===== src/rtl/param_display_pkg.sv =====
// Shared types for the tuner parameter readout: selector codes, selector button
// states, glyph set, snapshot record and the edit-state predicate.
package param_display_pkg;

  localparam logic [2:0] SEL_GAIN        = 3'd0;
  localparam logic [2:0] SEL_LIVE        = 3'd1;
  localparam logic [2:0] SEL_COLOR       = 3'd2;
  localparam logic [2:0] SEL_COLOR_SCALE = 3'd3;
  localparam logic [2:0] SEL_MUSIC_SCALE = 3'd4;

  // Selector FSM state codes that mean "the user is editing/scrolling".
  localparam logic [3:0] BTN_NEXT_FUNCTION   = 4'b0111;
  localparam logic [3:0] BTN_SCROLL_PRESSED  = 4'b1001;
  localparam logic [3:0] BTN_SCROLL_FUNCTION = 4'b1010;

  localparam logic [6:0] SEG_BLANK = 7'b1111111;

  typedef enum logic [4:0] {
    GL_0, GL_1, GL_2, GL_3, GL_4, GL_5, GL_6, GL_7, GL_8, GL_9,
    GL_A, GL_C, GL_E, GL_F, GL_G, GL_I, GL_L, GL_N, GL_O, GL_R,
    GL_T, GL_U, GL_H, GL_DASH, GL_BLANK
  } glyph_t;

  typedef struct packed {
    logic [2:0] selector_val;
    logic [3:0] button_state;
    logic [1:0] mag_scale;
    logic       live;
    logic       color;
    logic [2:0] scale_color;
    logic [1:0] scale_choice;
  } snap_t;

  function automatic logic is_edit_state(input logic [3:0] state);
    return (state == BTN_NEXT_FUNCTION) ||
           (state == BTN_SCROLL_PRESSED) ||
           (state == BTN_SCROLL_FUNCTION);
  endfunction

  // Numeric glyphs occupy enum codes 0..9, so a digit maps straight across.
  function automatic glyph_t digit_glyph(input logic [3:0] n);
    return glyph_t'({1'b0, n});
  endfunction

endpackage


===== src/rtl/param_display_if.sv =====
// Settings bundle from the parameter selector plus the multiplexed display drive.
interface param_display_if;
  logic [2:0] selector_val;
  logic [3:0] button_state;
  logic [1:0] mag_scale;
  logic       live;
  logic       color;
  logic [2:0] scale_color;
  logic [1:0] scale_choice;
  logic [7:0] an_out;
  logic [6:0] cat_out;

  modport master (
    output selector_val, button_state, mag_scale, live, color, scale_color, scale_choice,
    input  an_out, cat_out
  );

  modport slave (
    input  selector_val, button_state, mag_scale, live, color, scale_color, scale_choice,
    output an_out, cat_out
  );
endinterface


===== src/rtl/param_display_seg_glyph.sv =====
// Glyph code to active-low seven-segment pattern {g,f,e,d,c,b,a}.
module param_display_seg_glyph
  import param_display_pkg::*;
(
  input  glyph_t     glyph,
  output logic [6:0] seg
);

  always_comb begin
    seg = SEG_BLANK;
    case (glyph)
      GL_0:     seg = 7'b1000000;
      GL_1:     seg = 7'b1111001;
      GL_2:     seg = 7'b0100100;
      GL_3:     seg = 7'b0110000;
      GL_4:     seg = 7'b0011001;
      GL_5:     seg = 7'b0010010;
      GL_6:     seg = 7'b0000010;
      GL_7:     seg = 7'b1111000;
      GL_8:     seg = 7'b0000000;
      GL_9:     seg = 7'b0010000;
      GL_A:     seg = 7'b0001000;
      GL_C:     seg = 7'b1000110;
      GL_E:     seg = 7'b0000110;
      GL_F:     seg = 7'b0001110;
      GL_G:     seg = 7'b1000010;
      GL_I:     seg = 7'b1111001;
      GL_L:     seg = 7'b1000111;
      GL_N:     seg = 7'b0101011;
      GL_O:     seg = 7'b1000000;
      GL_R:     seg = 7'b0101111;
      GL_T:     seg = 7'b0000111;
      GL_U:     seg = 7'b1000001;
      GL_H:     seg = 7'b0001001;
      GL_DASH:  seg = 7'b0111111;
      GL_BLANK: seg = SEG_BLANK;
      default:  seg = SEG_BLANK;
    endcase
  end

endmodule


===== src/rtl/param_display.sv =====
// Eight-digit multiplexed readout of the selected tuner parameter and its value.
// PARAM_DISPLAY_BLINK_EN: blink the value while editing; otherwise mark edit with segment g.
module param_display
  import param_display_pkg::*;
#(
  parameter int DIGIT_CYCLES = 65000,
  parameter int BLINK_CYCLES = 32_500_000
) (
  input  logic           clk_65mhz,
  input  logic           rst,
  param_display_if.slave bus
);

  localparam int DCW = $clog2(DIGIT_CYCLES);

  if (DIGIT_CYCLES < 2 || BLINK_CYCLES < 2) begin : g_bad_param
    $error("param_display: DIGIT_CYCLES and BLINK_CYCLES must be >= 2");
  end

  logic [DCW-1:0] dcnt;
  logic [2:0]     digit_idx;
  snap_t          snap;
  logic           dcnt_tc;
  logic           scan_end;
  logic           editing;
  logic           value_hidden;
  logic           force_g;
  glyph_t         val_hi;
  glyph_t         val_lo;
  glyph_t         glyph;
  logic [6:0]     seg_raw;
  logic [6:0]     cat_next;
  logic [7:0]     an_q;
  logic [6:0]     cat_q;

  assign dcnt_tc  = (dcnt == DCW'(DIGIT_CYCLES - 1));
  assign scan_end = dcnt_tc && (digit_idx == 3'd7);
  assign editing  = is_edit_state(snap.button_state);

  // Inputs are captured only at the end of a full scan so a frame never tears.
  always_ff @(posedge clk_65mhz) begin
    if (rst) begin
      dcnt      <= '0;
      digit_idx <= '0;
      snap      <= '0;
    end else begin
      if (dcnt_tc) begin
        dcnt      <= '0;
        digit_idx <= digit_idx + 3'd1;
      end else begin
        dcnt <= dcnt + DCW'(1);
      end
      if (scan_end) begin
        snap.selector_val <= bus.selector_val;
        snap.button_state <= bus.button_state;
        snap.mag_scale    <= bus.mag_scale;
        snap.live         <= bus.live;
        snap.color        <= bus.color;
        snap.scale_color  <= bus.scale_color;
        snap.scale_choice <= bus.scale_choice;
      end
    end
  end

`ifdef PARAM_DISPLAY_BLINK_EN
  localparam int BCW = $clog2(BLINK_CYCLES);

  logic [BCW-1:0] bcnt;
  logic           blink_on;

  // Held in the lit phase outside edit, so entering edit shows a full lit half-period.
  always_ff @(posedge clk_65mhz) begin
    if (rst || !editing) begin
      bcnt     <= '0;
      blink_on <= 1'b1;
    end else if (bcnt == BCW'(BLINK_CYCLES - 1)) begin
      bcnt     <= '0;
      blink_on <= !blink_on;
    end else begin
      bcnt <= bcnt + BCW'(1);
    end
  end

  assign value_hidden = editing && !blink_on;
  assign force_g      = 1'b0;
`else
  assign value_hidden = 1'b0;
  assign force_g      = editing;
`endif

  function automatic glyph_t mnemonic_glyph(input logic [2:0] sel, input logic [1:0] pos);
    glyph_t g [3:0];
    case (sel)
      SEL_GAIN:        g = '{GL_G, GL_A, GL_I, GL_N};
      SEL_LIVE:        g = '{GL_L, GL_I, GL_U, GL_E};
      SEL_COLOR:       g = '{GL_C, GL_O, GL_L, GL_R};
      SEL_COLOR_SCALE: g = '{GL_H, GL_U, GL_E, GL_BLANK};
      SEL_MUSIC_SCALE: g = '{GL_T, GL_O, GL_N, GL_E};
      default:         g = '{GL_DASH, GL_DASH, GL_DASH, GL_DASH};
    endcase
    return g[pos];
  endfunction

  always_comb begin
    val_hi = GL_BLANK;
    val_lo = GL_BLANK;
    case (snap.selector_val)
      SEL_GAIN:  val_lo = digit_glyph({2'b00, snap.mag_scale});
      SEL_LIVE: begin
        val_hi = GL_O;
        val_lo = snap.live ? GL_N : GL_F;
      end
      SEL_COLOR: val_lo = digit_glyph({3'b000, snap.color});
      SEL_COLOR_SCALE:
        val_lo = (snap.scale_color <= 3'd4) ? digit_glyph({1'b0, snap.scale_color}) : GL_DASH;
      SEL_MUSIC_SCALE:
        val_lo = (snap.scale_choice != 2'd3) ? digit_glyph({2'b00, snap.scale_choice}) : GL_DASH;
      default: ;
    endcase
    if (value_hidden) begin
      val_hi = GL_BLANK;
      val_lo = GL_BLANK;
    end
  end

  // Digits 7..4 carry the mnemonic, 3..2 stay dark, 1..0 carry the value.
  always_comb begin
    glyph = GL_BLANK;
    if (digit_idx[2]) begin
      glyph = mnemonic_glyph(snap.selector_val, digit_idx[1:0]);
    end else if (digit_idx == 3'd1) begin
      glyph = val_hi;
    end else if (digit_idx == 3'd0) begin
      glyph = val_lo;
    end
  end

  param_display_seg_glyph u_seg_glyph (
    .glyph (glyph),
    .seg   (seg_raw)
  );

  assign cat_next = (force_g && digit_idx[2] && (seg_raw != SEG_BLANK)) ?
                    (seg_raw & 7'b0111111) : seg_raw;

  always_ff @(posedge clk_65mhz) begin
    if (rst) begin
      an_q  <= 8'hFF;
      cat_q <= SEG_BLANK;
    end else begin
      an_q  <= ~(8'b0000_0001 << digit_idx);
      cat_q <= cat_next;
    end
  end

  assign bus.an_out  = an_q;
  assign bus.cat_out = cat_q;

endmodule


===== src/flat_wrapper.sv =====
// flat-port wrapper written by rule: the top's interface ports become plain ports
module param_display_flat import param_display_pkg::*;
#(
  parameter int DIGIT_CYCLES = 65000,
  parameter int BLINK_CYCLES = 32_500_000
)
  (clk_65mhz, rst, bus_selector_val, bus_button_state, bus_mag_scale, bus_live, bus_color, bus_scale_color, bus_scale_choice, bus_an_out, bus_cat_out);
  param_display_if bus_i ();
  input  logic clk_65mhz;
  input  logic rst;
  input wire logic [$bits(bus_i.selector_val)-1:0] bus_selector_val;
  input wire logic [$bits(bus_i.button_state)-1:0] bus_button_state;
  input wire logic [$bits(bus_i.mag_scale)-1:0] bus_mag_scale;
  input wire logic [$bits(bus_i.live)-1:0] bus_live;
  input wire logic [$bits(bus_i.color)-1:0] bus_color;
  input wire logic [$bits(bus_i.scale_color)-1:0] bus_scale_color;
  input wire logic [$bits(bus_i.scale_choice)-1:0] bus_scale_choice;
  output wire logic [$bits(bus_i.an_out)-1:0] bus_an_out;
  output wire logic [$bits(bus_i.cat_out)-1:0] bus_cat_out;
  assign bus_i.selector_val = bus_selector_val;
  assign bus_i.button_state = bus_button_state;
  assign bus_i.mag_scale = bus_mag_scale;
  assign bus_i.live = bus_live;
  assign bus_i.color = bus_color;
  assign bus_i.scale_color = bus_scale_color;
  assign bus_i.scale_choice = bus_scale_choice;
  assign bus_an_out = bus_i.an_out;
  assign bus_cat_out = bus_i.cat_out;
  param_display #(.DIGIT_CYCLES(DIGIT_CYCLES), .BLINK_CYCLES(BLINK_CYCLES)) u_core (.clk_65mhz(clk_65mhz), .rst(rst), .bus(bus_i));
endmodule

===== config.mk =====
export PLATFORM = sky130hd
export DESIGN_NAME = param_display_flat
export DESIGN_NICKNAME = d
export VERILOG_FILES = /design/src/rtl/param_display_pkg.sv /design/src/rtl/param_display_if.sv /design/src/rtl/param_display_seg_glyph.sv /design/src/rtl/param_display.sv /design/src/flat_wrapper.sv
export SDC_FILE = /design/constraint.sdc
export NUM_CORES = 1
export LEC_CHECK = 0
export ABC_AREA = 1
export BUFFER_PORTS_ARGS = -buffer_cell sky130_fd_sc_hd__buf_4
export CORE_MARGIN = 3
export CORE_UTILIZATION = 35
export CTS_BUF_LIST = sky130_fd_sc_hd__clkbuf_4
export CTS_CLUSTER_DIAMETER = 100
export DETAILED_ROUTE_END_ITERATION = 6
export HOLD_SLACK_MARGIN = 0.15
export PLACE_DENSITY = 0.62
export SYNTH_ARGS = -nofsm -noshare
export SYNTH_HDL_FRONTEND = slang
export SYNTH_HIERARCHICAL = 1
export SYNTH_SLANG_ARGS = --single-unit

===== constraint.sdc =====
create_clock -name clk_65mhz -period 6.35 [get_ports clk_65mhz]
set_clock_uncertainty 0.1 [all_clocks]
set_input_delay 0.3175 -clock clk_65mhz [delete_from_list [all_inputs] [get_ports clk_65mhz]]
set_output_delay 0.3175 -clock clk_65mhz [all_outputs]
set_load 0.03 [all_outputs]

**Yosys cells after proc, flatten, opt, wreduce, memory -nomap -nowiden**

Memory sizes are Yosys's and may differ from the RTL's.
Cells that the tools add are included.

- Add/sub/neg operators: 2
- $mul: 0
- Divide/modulo/power cells: 0
- $lt $le $gt $ge: 2
- Equal/unequal tests: 12
- Shift operators: 1
- Mux-type cells: 13
- Bitwise operators: 1
- Reductions and logical operators: 8

Operators with widths:

| cell | number |
|---|---|
| $pmux W20 S5 | 1 |
| $mux W5 | 7 |
| $pmux W5 S5 | 1 |
| $mux W20 | 1 |
| $add A16 B1 Y16 const B | 1 |
| $eq A16 B16 Y1 const B | 1 |
| $bmux W5 S2 | 1 |
| $eq A4 B4 Y1 const B | 2 |
| $not A8 Y8 | 1 |
| $shl A1 B3 Y8 const A | 1 |
| $mux W7 | 1 |
| $ne A7 B7 Y1 const B | 1 |
| $eq A3 B1 Y1 const B | 2 |
| $eq A3 B2 Y1 const B | 2 |
| $eq A3 B3 Y1 const B | 2 |
| $logic_not A3 Y1 | 2 |
| $eq A4 B3 Y1 const B | 1 |
| $mux W4 | 1 |
| $add A3 B1 Y3 const B | 1 |
| $le A3 B3 Y1 const B | 1 |
| $logic_and A1 B1 Y1 | 3 |
| $lt A2 B3 Y1 const B | 1 |
| $logic_or A1 B1 Y1 | 2 |
| $ne A2 B2 Y1 const B | 1 |
| $reduce_or A2 Y1 | 1 |

- Register bits after elaboration: 50
- Bits in latches: 0
- RAM bits: 0
- ROM bits: 224
- Bits of input ports: 18
- Output and inout bits: 15
- Word-level logic and storage cells: 51
- Memories kept: 1

Memory list:

| memory | words | bits a word | rd ports | clocked after Yosys merged registers in | write ports | line | text |
|---|---|---|---|---|---|---|---|
| (name not given) | 32 | 7 | 1 | 0 | 0 | param_display_seg_glyph.sv:11 | `case (glyph)` |

**Logic depth before layout (Yosys ltp)**

An unclocked memory read counts as a cell.

- Depth after elaboration: 10
- Depth in mapped cells: 23
- Mapped depth without buffers: 21

**By module**

Netlist, hierarchy kept.

Modules (own cells, without submodules):

| module | instances | cells each | area each (um^2) | seq. area each (um^2) |
|---|---|---|---|---|
| param_display | 1 | 411 | 2,728.9 | 1,001.0 |
| param_display_seg_glyph | 1 | 76 | 454.2 | 0.0 |

**Worst setup path after synthesis**

Ideal clock, no wire load.

- Kind: register to register
- From: register u_core.digit_idx[0]
- To: register u_core.cat_q[6] (netlist: u_core/bus.cat_out[6])
- Library setup time: 116 ps
- Data arrival time: 2,462 ps
- Data required time: 6,134 ps
- Setup slack: 3,672 ps
- Stages on the path, launching flop included: 23
- Path buffers: 1
- Period minus slack after synthesis: 2,678 ps
- Path through: dfxtp_1 > buf_4 > clkinv_1 > ha_1 > inv_1 > nor2_1 > nand2_1 > nor2_1 > a21boi_0 > nand2_1 > inv_1 > ha_1 > nand2_4 > nand2_2 > nand2_1 > nand2_1 > nand2_1 > nand2_1 > nor2_1 > a31oi_1 > nand2_1 > nand2_1 > nand2_1

- Word-level cells in the longest chain between the ends: 8
- Elaborated cells between the ends (all ways): 11
- Classes of those cells: 2 x eq/ne; 6 x mux; 2 x reduce/logical; 1 x memory

Ends and longest elaborated chain:

| element | line | text |
|---|---|---|
| start, declared | param_display.sv:21 | `logic [2:0] digit_idx;` |
| start signal, assigned | param_display.sv:49 | `digit_idx <= digit_idx + 3'd1;` |
| $logic_not A3 Y1 | param_display.sv:133 | `end else if (digit_idx == 3'd0) begin` |
| $mux W5 | param_display.sv:133 |  |
| $mux W5 | param_display.sv:131 | `end else if (digit_idx == 3'd1) begin` |
| $mux W5 (*) | param_display.sv:129 | `if (digit_idx[2]) begin` |
| net u_core.glyph[1] | param_display.sv:30 | `glyph_t glyph;` |
| $mem_v2 Z32 W7 (*) | - |  |
| $ne A7 B7 Y1 | param_display.sv:143 | `assign cat_next = (force_g && digit_idx[2] && (seg_raw != SEG_BLANK)) ?` |
| $logic_and A1 B1 Y1 | param_display.sv:143 |  |
| $mux W7 (*) | param_display.sv:143 |  |
| end signal, assigned | param_display.sv:152 | `cat_q <= cat_next;` |
| end, declared | param_display.sv:34 | `logic [6:0] cat_q;` |

Mark *: on every way through the listed nets, which the timed path passes. The rest lies on a longest branch. The select of a mux whose other input is x is not followed.
A chain may end at the register's enable or synchronous reset.

**Worst setup path in the final report**

Same ends and word-level chain as after synthesis.

==> flow_metrics.tcl <==
set metrics [dict create \
    synth_top_area_share 0.314 \
    syn_area_um2 3180 \
    place.gp.congestion 0.846 \
    drt_wl_total_mm 6.68 \
    drt_iter0_drc 131 \
    cts_tree "built" \
    numPortBuffers 32 \
    power.switching_w 0.000120 \
    grt_pass1_wl_mm 11.5 \
    dpl_cell_area_um2 3430 \
    grt_usage 0.134 \
    cts_made_buffers 5 \
    clock_path_buffers 2 \
    min_period_over_period 0.530 \
    cts_num_sinks 50 \
    power_frac_clock 0.339 \
    seq_power_share 0.596 \
    fillers 953 \
    antenna_found_initial 0 \
    drc 0 \
    cts_setup_buffers 0 \
    ys_ff_latch 50 \
    p_leak_nw 1.66 \
    slew_viol_final 0 \
    die-height_um 101 \
    clk_latency_ns 0.38 \
    critPathBufInv 3 \
    yosysSeqAreaShare 0.314 \
    critPathMostFrequentCell "nand2_1" \
    antenna_left 0 \
    grt_pass1_vias 2669 \
    grt_max_degree 30 \
    switching_share 0.224 \
    avgSynthCellArea_um2 6.54 \
    fin_cells 624 \
    dp_cells 611 \
    synth_nets 519 \
    die_area_um2 10300 \
    cts.clk_slew.worst_paths_ns 0.15 \
    tns_ns 0 \
    cpPeakStageDelay_ns 0.68 \
    hold_viol 0 \
    cp.required_ns 6.49 \
    rsz0062_at_grt "no" \
    synth.distinct_cells 36 \
    dp_hpwl_mm 5.03 \
    dr.pass1.iters 4 \
    max_slew.worst_pin.slew_ns 0.952 \
    fmax_mhz 297 \
    wire_per_inst_um 10.7 \
    critical_path_class "flip-flop to flip-flop" \
    crit_family "simple AND/OR/NAND/NOR gates" \
    via_count 2894 \
    path_max_fanout 11 \
    finalHoldWorstSlack_ns 0.161 \
    max_cap_viol_count 0 \
    die_x_um 101 \
    fin_nets 547 \
    combPwrFrac 0.065 \
    status "finished clean" \
    boundaryPins 33 \
    start_util 0.363 \
    overflow 0 \
    hold_path_class "primary input to flip-flop" \
    routed_via_density 4.64 \
    syn2layout_area_growth_pct 11.9 \
    final_area_um2 3560 \
    vdd_ir_drop_max_v 0.0000763 \
    postCtsHoldBufs 5 \
    diodes 0 \
    synth_top_cell_by_area "dfxtp_1" \
    internal-power_w 0.000416 \
    cp_slowest_cell "a21oi_1" \
    cp_cell_sequence "clkinv_1, ha_1, inv_1, nor2_1, nand2_1, nor2_1, nand2_1, nand2_1, a21oi_1, inv_8, nand2_4, nand2_1, nand3_1, nand2_1, nand2_1, nor2_1, a31oi_1, nand2_1, nand2_1, nand2_1" \
    slew_headroom 0.364 \
    core.rowCount 34 \
    drive_gt1_frac 0.157 \
    cts_resized 0 \
    yosys-top-cells-area "dfxtp_1 31%, nand2_1 15%, nand3_1 10%" \
    root_buffer "clkbuf_4" \
    pwr_density_cell_nw_per_um2 151 \
    arrival_ns 3.51 \
    cp-start-kind "flip-flop" \
    setup_viol 0 \
    coreArea_um2 8760 \
    h-tree-depth 2 \
    yosysWarnings 6 \
    syn_inst 487 \
    fin_crit_ns 3.37 \
    endpoint_kind "flip-flop" \
]
[cell usage in the layout (no fill, tap or decap)]
master         Yosys  layout
inv_2              5       5
nand2_1          131     131
a21oi_1           15      15
and2_1             1       1
nand2_2           10      10
or2_2              7       7
nand2_8            1       1
dlygate4sd3_1      0       5
ha_1              14      14
nor2_2             5       5
o21ai_1            2       2
dfxtp_1           50      50
nor3_1             2       2
nand2_4            3       3
inv_8              2       2
clkinv_2           0       2
nand3_4            1       1
o21ai_0            6       6
a21o_1             1       1
a31oi_1            1       1
buf_4              3      32
nand3b_1           3       3
o21ai_2            4       4
clkbuf_4           0       5
clkinv_1           1       1
o22ai_1            1       1
nand3_2            1       1
o211ai_1           1       1
nor2_1            52      52
inv_1             70      70
xnor2_1            2       2
bufinv_16          0       1
nand4_1            6       6
nor2_4             2       2
nand3_1           65      65
or2_1              1       1
a21boi_0           1       1
xor2_1             4       4
[power groups by stage]
stage | clock [W] | combinational, W | sequential, W
final | 0.000182 | 0.0000349 | 0.000320
after detailed placement | 0 | 0.0000329 | 0.000327
after floorplan | 0 | 0.0000141 | 0.000331
after global placement | 0 | 0.0000327 | 0.000326
after global routing | 0.000201 | 0.0000385 | 0.000320
after CTS | 0.000191 | 0.0000354 | 0.000320
[per-layer routing]
layer	wire (µm)	GRT usage	vias to the layer above
met3	308	0.0269	7
li1	-	-	1559
met5	0	0	-
met1	3330	0.177	1258
met4	86	0.0399	0
met2	2950	0.221	70
[sequential cells by signal (all words and copies together) (netlist names)]
name	cells
u_core/dcnt	16
u_core/snap	16
u_core/bus.an_out	8
u_core/bus.cat_out	7
u_core/digit_idx	3
[cell type report]
cell class	count	area (µm²)	share of cell area
clock inverter	3	40.0	0.0112
clock buffer	5	37.5	0.0105
tap	108	135	0.0379
sequential	50	1000	0.281
inverter	78	308	0.0864
multi-input combinational	343	1750	0.491
timing repair buffer	37	290	0.0815
[path summary, 6_finish.rpt]
kind	cells after the start	endpoint	slack [ns]	from
worst min register to register	1	u_core/dcnt[0]	0.37	u_core/dcnt[0]
worst max register to register	20	u_core/bus.cat_out[6]	2.98	u_core/digit_idx[0]
worst max-delay path	20	u_core/bus.cat_out[6]	2.98	u_core/digit_idx[0]
worst min-delay path	5	u_core/snap[12]	0.16	bus_button_state[3]
[cells by family (layout without fill, tap and decap cells)]
| kind of cell | count (synthesis) | after routing | synth area share |
|---|---|---|---|
| buffers and inverters | 94 | 123 | 0.136 |
| and+or+nand+nor | 291 | 291 | 0.420 |
| AOI/OAI and AO/OA | 32 | 32 | 0.0582 |
| DFF | 50 | 50 | 0.314 |
| xor gates and xnor gates | 6 | 6 | 0.0165 |
| adders and majority gates | 14 | 14 | 0.0550 |
[metrics by stage]
step | setup slack [ns] | utilization | total power [W]
after floorplan | 3.67 | - | 0.000345
after global placement | 3.15 | 0.392 | 0.000359
after detailed placement | 3.06 | 0.392 | 0.000359
after CTS | 3.01 | 0.406 | 0.000546
after global routing | 2.55 | 0.406 | 0.000560
final | 2.98 | 0.406 | 0.000536
[cells in the mapped netlist, drive strengths merged]
library cell  count
nand3            67
or2               8
nor2             59
o21ai            12
nand4             6
a21o              1
nor3              2
a21boi            1
a21oi            15
dfxtp            50
and2              1
inv              77
clkinv            1
xor2              4
a31oi             1
ha               14
nand3b            3
o211ai            1
buf              16
xnor2             2
nand2           145
o22ai             1
[tightest hold or removal path: stages]
cell and delay, ns:
buf_4 0.08, inv_1 0.03, nand3_1 0.06, nand2_1 0.05, nor2_1 0.07
Power figures use the tool's default switching activity.
